[config.mk]
export PLATFORM = sky130hd
export DESIGN_NAME = xge_tx_arbiter
export DESIGN_NICKNAME = d
export VERILOG_FILES = /design/src/rtl/xge_tx_arb_pkg.sv /design/src/rtl/xge_rr_pick.sv /design/src/rtl/xge_tx_arbiter.sv
export SDC_FILE = /design/constraint.sdc
export NUM_CORES = 1
export LEC_CHECK = 0
export ABC_CLOCK_PERIOD_IN_PS = 4800
export BUFFER_PORTS_ARGS = -buffer_cell sky130_fd_sc_hd__buf_2
export CORE_AREA = 2 2 145 147
export DETAILED_ROUTE_END_ITERATION = 8
export DIE_AREA = 0 0 147 149
export MAX_ROUTING_LAYER = met4
export PLACE_DENSITY = 0.52
export SYNTH_ARGS = -nofsm -noshare
export SYNTH_HDL_FRONTEND = slang
export SYNTH_SLANG_ARGS = --single-unit
[constraint.sdc]
create_clock -name clk_156m25 -period 4.8 [get_ports clk_156m25]
set_input_delay 0.48 -clock clk_156m25 [delete_from_list [all_inputs] [get_ports clk_156m25]]
set_output_delay 0.48 -clock clk_156m25 [all_outputs]
set_load 0.01 [all_outputs]
[src/rtl/xge_tx_arb_pkg.sv]
// Shared types and constants for the xge_mac transmit-side packet arbiter.
package xge_tx_arb_pkg;

    localparam int NUM_REQ_DEF = 4;
    localparam int PKT_CNT_W   = 16;
    localparam int MOD_W       = 3;

    typedef logic [MOD_W-1:0] pkt_mod_t;

    typedef enum logic [0:0] {
        ST_IDLE = 1'b0,
        ST_XFER = 1'b1
    } arb_state_e;

endpackage

[src/rtl/xge_rr_pick.sv]
// Combinational round-robin pick: rotate requests so rr_ptr sits at bit 0,
// take the lowest set bit, then rotate the index back.
module xge_rr_pick #(
    parameter int NUM_REQ = 4,
    parameter int GRANT_W = $clog2(NUM_REQ)
) (
    input  logic [NUM_REQ-1:0] req,
    input  logic [GRANT_W-1:0] rr_ptr,
    output logic               valid,
    output logic [GRANT_W-1:0] index
);

    logic [2*NUM_REQ-1:0] req_dbl;
    logic [NUM_REQ-1:0]   req_rot;
    logic [GRANT_W-1:0]   offset;
    logic [GRANT_W:0]     index_sum;

    // Doubling the vector turns the rotate into a plain right shift.
    assign req_dbl = {req, req};
    assign req_rot = NUM_REQ'(req_dbl >> rr_ptr);
    assign valid   = |req;

    always_comb begin
        offset = '0;
        for (int i = NUM_REQ - 1; i >= 0; i--) begin
            if (req_rot[i]) begin
                offset = GRANT_W'(i);
            end
        end
        index_sum = {1'b0, offset} + {1'b0, rr_ptr};
        if (index_sum >= (GRANT_W+1)'(NUM_REQ)) begin
            index_sum = index_sum - (GRANT_W+1)'(NUM_REQ);
        end
        index = index_sum[GRANT_W-1:0];
    end

endmodule

[src/rtl/xge_tx_arbiter.sv]
// Packet-granular round-robin arbiter feeding the xge_mac pkt_tx interface;
// the grant is locked from SOP to EOP and all MAC-facing outputs are registered.
module xge_tx_arbiter
    import xge_tx_arb_pkg::*;
#(
    parameter int NUM_REQ = NUM_REQ_DEF,
    parameter int GRANT_W = $clog2(NUM_REQ),
    parameter int CNT_W   = PKT_CNT_W
) (
    input  logic                     clk_156m25,
    input  logic                     reset_156m25_n,
    input  logic [NUM_REQ-1:0]       req_tx_val,
    input  logic [NUM_REQ-1:0]       req_tx_sop,
    input  logic [NUM_REQ-1:0]       req_tx_eop,
    input  logic [NUM_REQ*MOD_W-1:0] req_tx_mod,
    input  logic [NUM_REQ*64-1:0]    req_tx_data,
    output logic [NUM_REQ-1:0]       req_tx_rdy,
    output logic [63:0]              pkt_tx_data,
    output logic                     pkt_tx_val,
    output logic                     pkt_tx_sop,
    output logic                     pkt_tx_eop,
    output pkt_mod_t                 pkt_tx_mod,
    input  logic                     pkt_tx_full,
    output logic [GRANT_W-1:0]       grant_id,
    output logic                     busy,
    output logic                     sop_err,
    output logic [CNT_W-1:0]         pkt_sent_cnt
);

    arb_state_e         state_reg;
    logic [GRANT_W-1:0] rr_ptr_reg;
    logic               sop_seen_reg;

    logic               pick_valid;
    logic [GRANT_W-1:0] pick_idx;
    logic [GRANT_W-1:0] next_ptr;

    logic               g_val, g_sop, g_eop;
    pkt_mod_t           g_mod;
    logic [63:0]        g_data;
    logic               accept, drop, fwd;

    xge_rr_pick #(
        .NUM_REQ (NUM_REQ),
        .GRANT_W (GRANT_W)
    ) u_pick (
        .req    (req_tx_val),
        .rr_ptr (rr_ptr_reg),
        .valid  (pick_valid),
        .index  (pick_idx)
    );

    always_comb begin
        g_val  = 1'b0;
        g_sop  = 1'b0;
        g_eop  = 1'b0;
        g_mod  = '0;
        g_data = '0;
        for (int i = 0; i < NUM_REQ; i++) begin
            if (grant_id == GRANT_W'(i)) begin
                g_val  = req_tx_val[i];
                g_sop  = req_tx_sop[i];
                g_eop  = req_tx_eop[i];
                g_mod  = req_tx_mod[i*MOD_W +: MOD_W];
                g_data = req_tx_data[i*64 +: 64];
            end
        end
    end

    assign busy     = (state_reg == ST_XFER);
    assign accept   = busy && g_val && !pkt_tx_full;
    // A grant must open with SOP; anything before it is discarded.
    assign drop     = accept && !sop_seen_reg && !g_sop;
    assign fwd      = accept && !drop;
    assign next_ptr = (grant_id == GRANT_W'(NUM_REQ - 1)) ? '0 : grant_id + GRANT_W'(1);

    generate
        for (genvar gi = 0; gi < NUM_REQ; gi++) begin : g_rdy
            assign req_tx_rdy[gi] = busy && (grant_id == GRANT_W'(gi)) && !pkt_tx_full;
        end
    endgenerate

    always_ff @(posedge clk_156m25 or negedge reset_156m25_n) begin
        if (!reset_156m25_n) begin
            state_reg    <= ST_IDLE;
            rr_ptr_reg   <= '0;
            sop_seen_reg <= 1'b0;
            grant_id     <= '0;
            pkt_tx_val   <= 1'b0;
            pkt_tx_sop   <= 1'b0;
            pkt_tx_eop   <= 1'b0;
            pkt_tx_mod   <= '0;
            pkt_tx_data  <= '0;
            sop_err      <= 1'b0;
            pkt_sent_cnt <= '0;
        end else begin
            pkt_tx_val  <= fwd;
            pkt_tx_sop  <= fwd && g_sop;
            pkt_tx_eop  <= fwd && g_eop;
            pkt_tx_mod  <= (fwd && g_eop) ? g_mod : '0;
            pkt_tx_data <= fwd ? g_data : '0;
            sop_err     <= drop;

            case (state_reg)
                ST_IDLE: begin
                    if (pick_valid) begin
                        grant_id     <= pick_idx;
                        sop_seen_reg <= 1'b0;
                        state_reg    <= ST_XFER;
                    end
                end
                ST_XFER: begin
                    if (fwd) begin
                        sop_seen_reg <= 1'b1;
                        if (g_eop) begin
                            sop_seen_reg <= 1'b0;
                            rr_ptr_reg   <= next_ptr;
                            pkt_sent_cnt <= pkt_sent_cnt + CNT_W'(1);
                            state_reg    <= ST_IDLE;
                        end
                    end
                end
                default: state_reg <= ST_IDLE;
            endcase
        end
    end

endmodule

==> impl_metrics.tcl <==
set metrics [dict create \
    seqCellArea_um2 2330 \
    worstPathRequired_ns 5.07 \
    drtPass1Iterations 5 \
    cap_violations 0 \
    slowest_stage "ha_2" \
    holdWs_ns 0.136 \
    wl_per_cell_um 16.4 \
    synth_flop_cell "dfrtp_1" \
    cp-start-kind "register" \
    top_regs "pkt_tx_data (64), pkt_sent_cnt (16), pkt_tx_mod (3)" \
    finalNetCount 1234 \
    grt_max_degree 84 \
    grt_pass1_vias 5572 \
    switchingPower_uw 1930 \
    p_int_uw 2430 \
    seqPwrFrac 0.239 \
    routed_wl_um 20000 \
    synthArstFlopShare 1.00 \
    sw_frac_of_total 0.443 \
    initial_utilization 0.259 \
    finalHoldViolCount 0 \
    yosysUniqueCellTypes 40 \
    hold_path.class "in2async" \
    rsz0062_at_grt "no" \
    clk_path_buf_depth 2 \
    slew_viol_final 0 \
    finalCriticalPeriod_ns 2.98 \
    overflow 0 \
    final_cell_mix "375 x buf_2, 93 x dfrtp_1, 73 x nor2_1, 73 x nor3_1" \
    yosysWarnings 0 \
    cts_setup_buffers 0 \
    setup_viol 0 \
    cts_hold_buf 0 \
    status "complete, no violations" \
    final_common_cell "buf_2" \
    cts_buffers 9 \
    rows 53 \
    fillers 2199 \
    critical_path_class "reg2reg" \
    dieArea_um2 21900 \
    clock-sinks 93 \
    area_delta_synth_final_pct 45.4 \
    cts_tree "done" \
    multi_input_area_um2 2750 \
    clkLatencyLatePin_ns 0.34 \
    drive_gt1_frac 0.439 \
    die_y_um 149 \
    synth_edf_count 0 \
    gp_routability_congestion 0.870 \
    finalCritPeriodShare 0.621 \
    grt_usage 0.182 \
    h-tree-depth 3 \
    post-place-ws_ns 1.77 \
    ir_drop_mv 0.231 \
    port_buffers 376 \
    relSlewSlack 0.433 \
    synth-seq-cells 93 \
    power_leakage_uw 0.00400 \
    regMostFlops "pkt_tx_data" \
    drt-vias-per-instance 4.73 \
    p_per_area_nw_per_um2 563 \
    skew_ns 0.0120 \
    drtIter0Drc 217 \
    clkSlewWorstSetupHoldPaths_ns 0.07 \
    layout_setup_ws_ns 1.82 \
    cts-resized-gates 0 \
    drc 0 \
    slowest_delay_ns 0.73 \
    largest_reg_flops 64 \
    core-area_um2 20600 \
    ys_seq_area_frac 0.437 \
    pwr-share-comb 0.581 \
    postSynthCellCount 607 \
    num_vias 5804 \
    antenna_found_initial 1 \
    grt_pass1_wl_um 30400 \
    syn_avg_cell_area_um2 8.77 \
    end_kind "register" \
    path_cells "inv_1, ha_2, a211oi_1, a211oi_2, o22ai_4, buf_4, nor4_1, xor2_1" \
    pwr-share-clk 0.180 \
    io_pins 377 \
    cp_max_fo 46 \
    dpl.hpwl_um 15500 \
    fp.dieW_um 147 \
    fmax_mhz 336 \
    max_slew.worst_pin.slew_ns 0.851 \
    syn_nets 896 \
    antenna_left 0 \
    setup_tns_ns 0 \
    worstPathArrival_ns 3.26 \
    cts_root_buffer "clkbuf_16" \
    syn_area_um2 5330 \
]
-- per-stage QoR --
step                      power, µW  utilization  cell area (µm²)  std cells
after floorplan                2830            -             5330        607
after global placement         3620        0.361             7410       1209
after detailed placement       3610        0.361             7410       1209
after CTS                      4430        0.377             7740       1225
after global routing           4740        0.377             7750       1226
final                          4360        0.377             7750       1226
-- power by group through the flow --
stage | clock network (µW) | logic [µW] | registers [µW]
final | 785 | 2530 | 1040
after global routing | 844 | 2830 | 1070
after CTS | 817 | 2570 | 1040
after detailed placement | 0 | 2560 | 1060
after global placement | 0 | 2560 | 1050
after floorplan | 0 | 1710 | 1120
-- Yosys cell counts (2+ instances only) --
| library cell | instances | area share |
|---|---|---|
| buf_1 | 3 | 0.0021 |
| nor3b_1 | 2 | 0.0028 |
| nor2_1 | 73 | 0.051 |
| nand3_1 | 6 | 0.0056 |
| nand3b_1 | 3 | 0.0042 |
| o21ai_0 | 11 | 0.010 |
| nor4_2 | 3 | 0.0070 |
| and3_1 | 2 | 0.0023 |
| dfrtp_1 | 93 | 0.44 |
| nand4_1 | 3 | 0.0035 |
| a21oi_1 | 72 | 0.068 |
| nor2b_1 | 73 | 0.086 |
| xnor2_1 | 3 | 0.0049 |
| xor2_1 | 12 | 0.020 |
| a221oi_1 | 67 | 0.11 |
| clkbuf_1 | 50 | 0.035 |
| buf_2 | 2 | 0.0019 |
| nand2_1 | 9 | 0.0063 |
| nor3_1 | 73 | 0.069 |
| inv_1 | 10 | 0.0070 |
| and2_1 | 4 | 0.0047 |
| buf_6 | 3 | 0.0063 |
| nor4_1 | 7 | 0.0082 |
| ha_1 | 6 | 0.014 |
| mux2_4 | 2 | 0.0056 |
-- logic make-up (layout without fill, tap and decap cells) --
| family | count (synthesis) | after routing | synth area share |
|---|---|---|---|
| AO/OA/AOI/OAI | 160 | 160 | 0.209 |
| XOR/XNOR | 15 | 15 | 0.0247 |
| adder cells (fa/ha/maj) | 6 | 6 | 0.0141 |
| buffers and inverters | 69 | 412 | 0.0533 |
| flip-flops | 93 | 93 | 0.437 |
| multiplexers | 2 | 2 | 0.00564 |
| other | 0 | 1 | 0 |
| AND/OR/NAND/NOR | 262 | 262 | 0.256 |
-- final cells by class --
class / count / share of cell area
multi-input cells: 445 / 0.355
repair buffers: 385 / 0.252
flip-flops and latches: 93 / 0.300
diodes: 1 / 0.000323
clock buffers: 9 / 0.0291
inverters: 11 / 0.00533
well taps: 275 / 0.0444
clock inverters: 7 / 0.0134
-- critical path: cells and delay by family (launching register included) --
kind | cells | cell delay, ns
adders and majority gates | 1 | 0.73
AOI/OAI and AO/OA | 3 | 0.72
DFF | 1 | 0.46
buffers and inverters | 2 | 0.41
and+or+nand+nor | 1 | 0.39
xor gates and xnor gates | 1 | 0.17
-- layer usage --
layer  vias up  part of all wire  track usage
li1       2875                 -            -
met2       246              0.50        0.308
met4         0             0.016       0.0418
met1      2662              0.42        0.229
met5         -                 0            -
met3        21             0.058       0.0339
-- path summary, 6_finish.rpt --
check / startpoint / endpoint / slack [ns] / depth (start not counted)
min: reset_156m25_n / pkt_tx_data[25] / 0.14 / 1
max in group asynchronous: reset_156m25_n / pkt_tx_data[56] / 3.59 / 2
max reg2reg: grant_id[1] / pkt_sent_cnt[14] / 1.82 / 8
max: grant_id[1] / pkt_sent_cnt[14] / 1.82 / 8
min in group clk_156m25: req_tx_data[251] / pkt_tx_data[59] / 0.38 / 3
min reg2reg: pkt_sent_cnt[15] / pkt_sent_cnt[15] / 0.48 / 1
No activity file was read; power rests on OpenSTA's default activity.
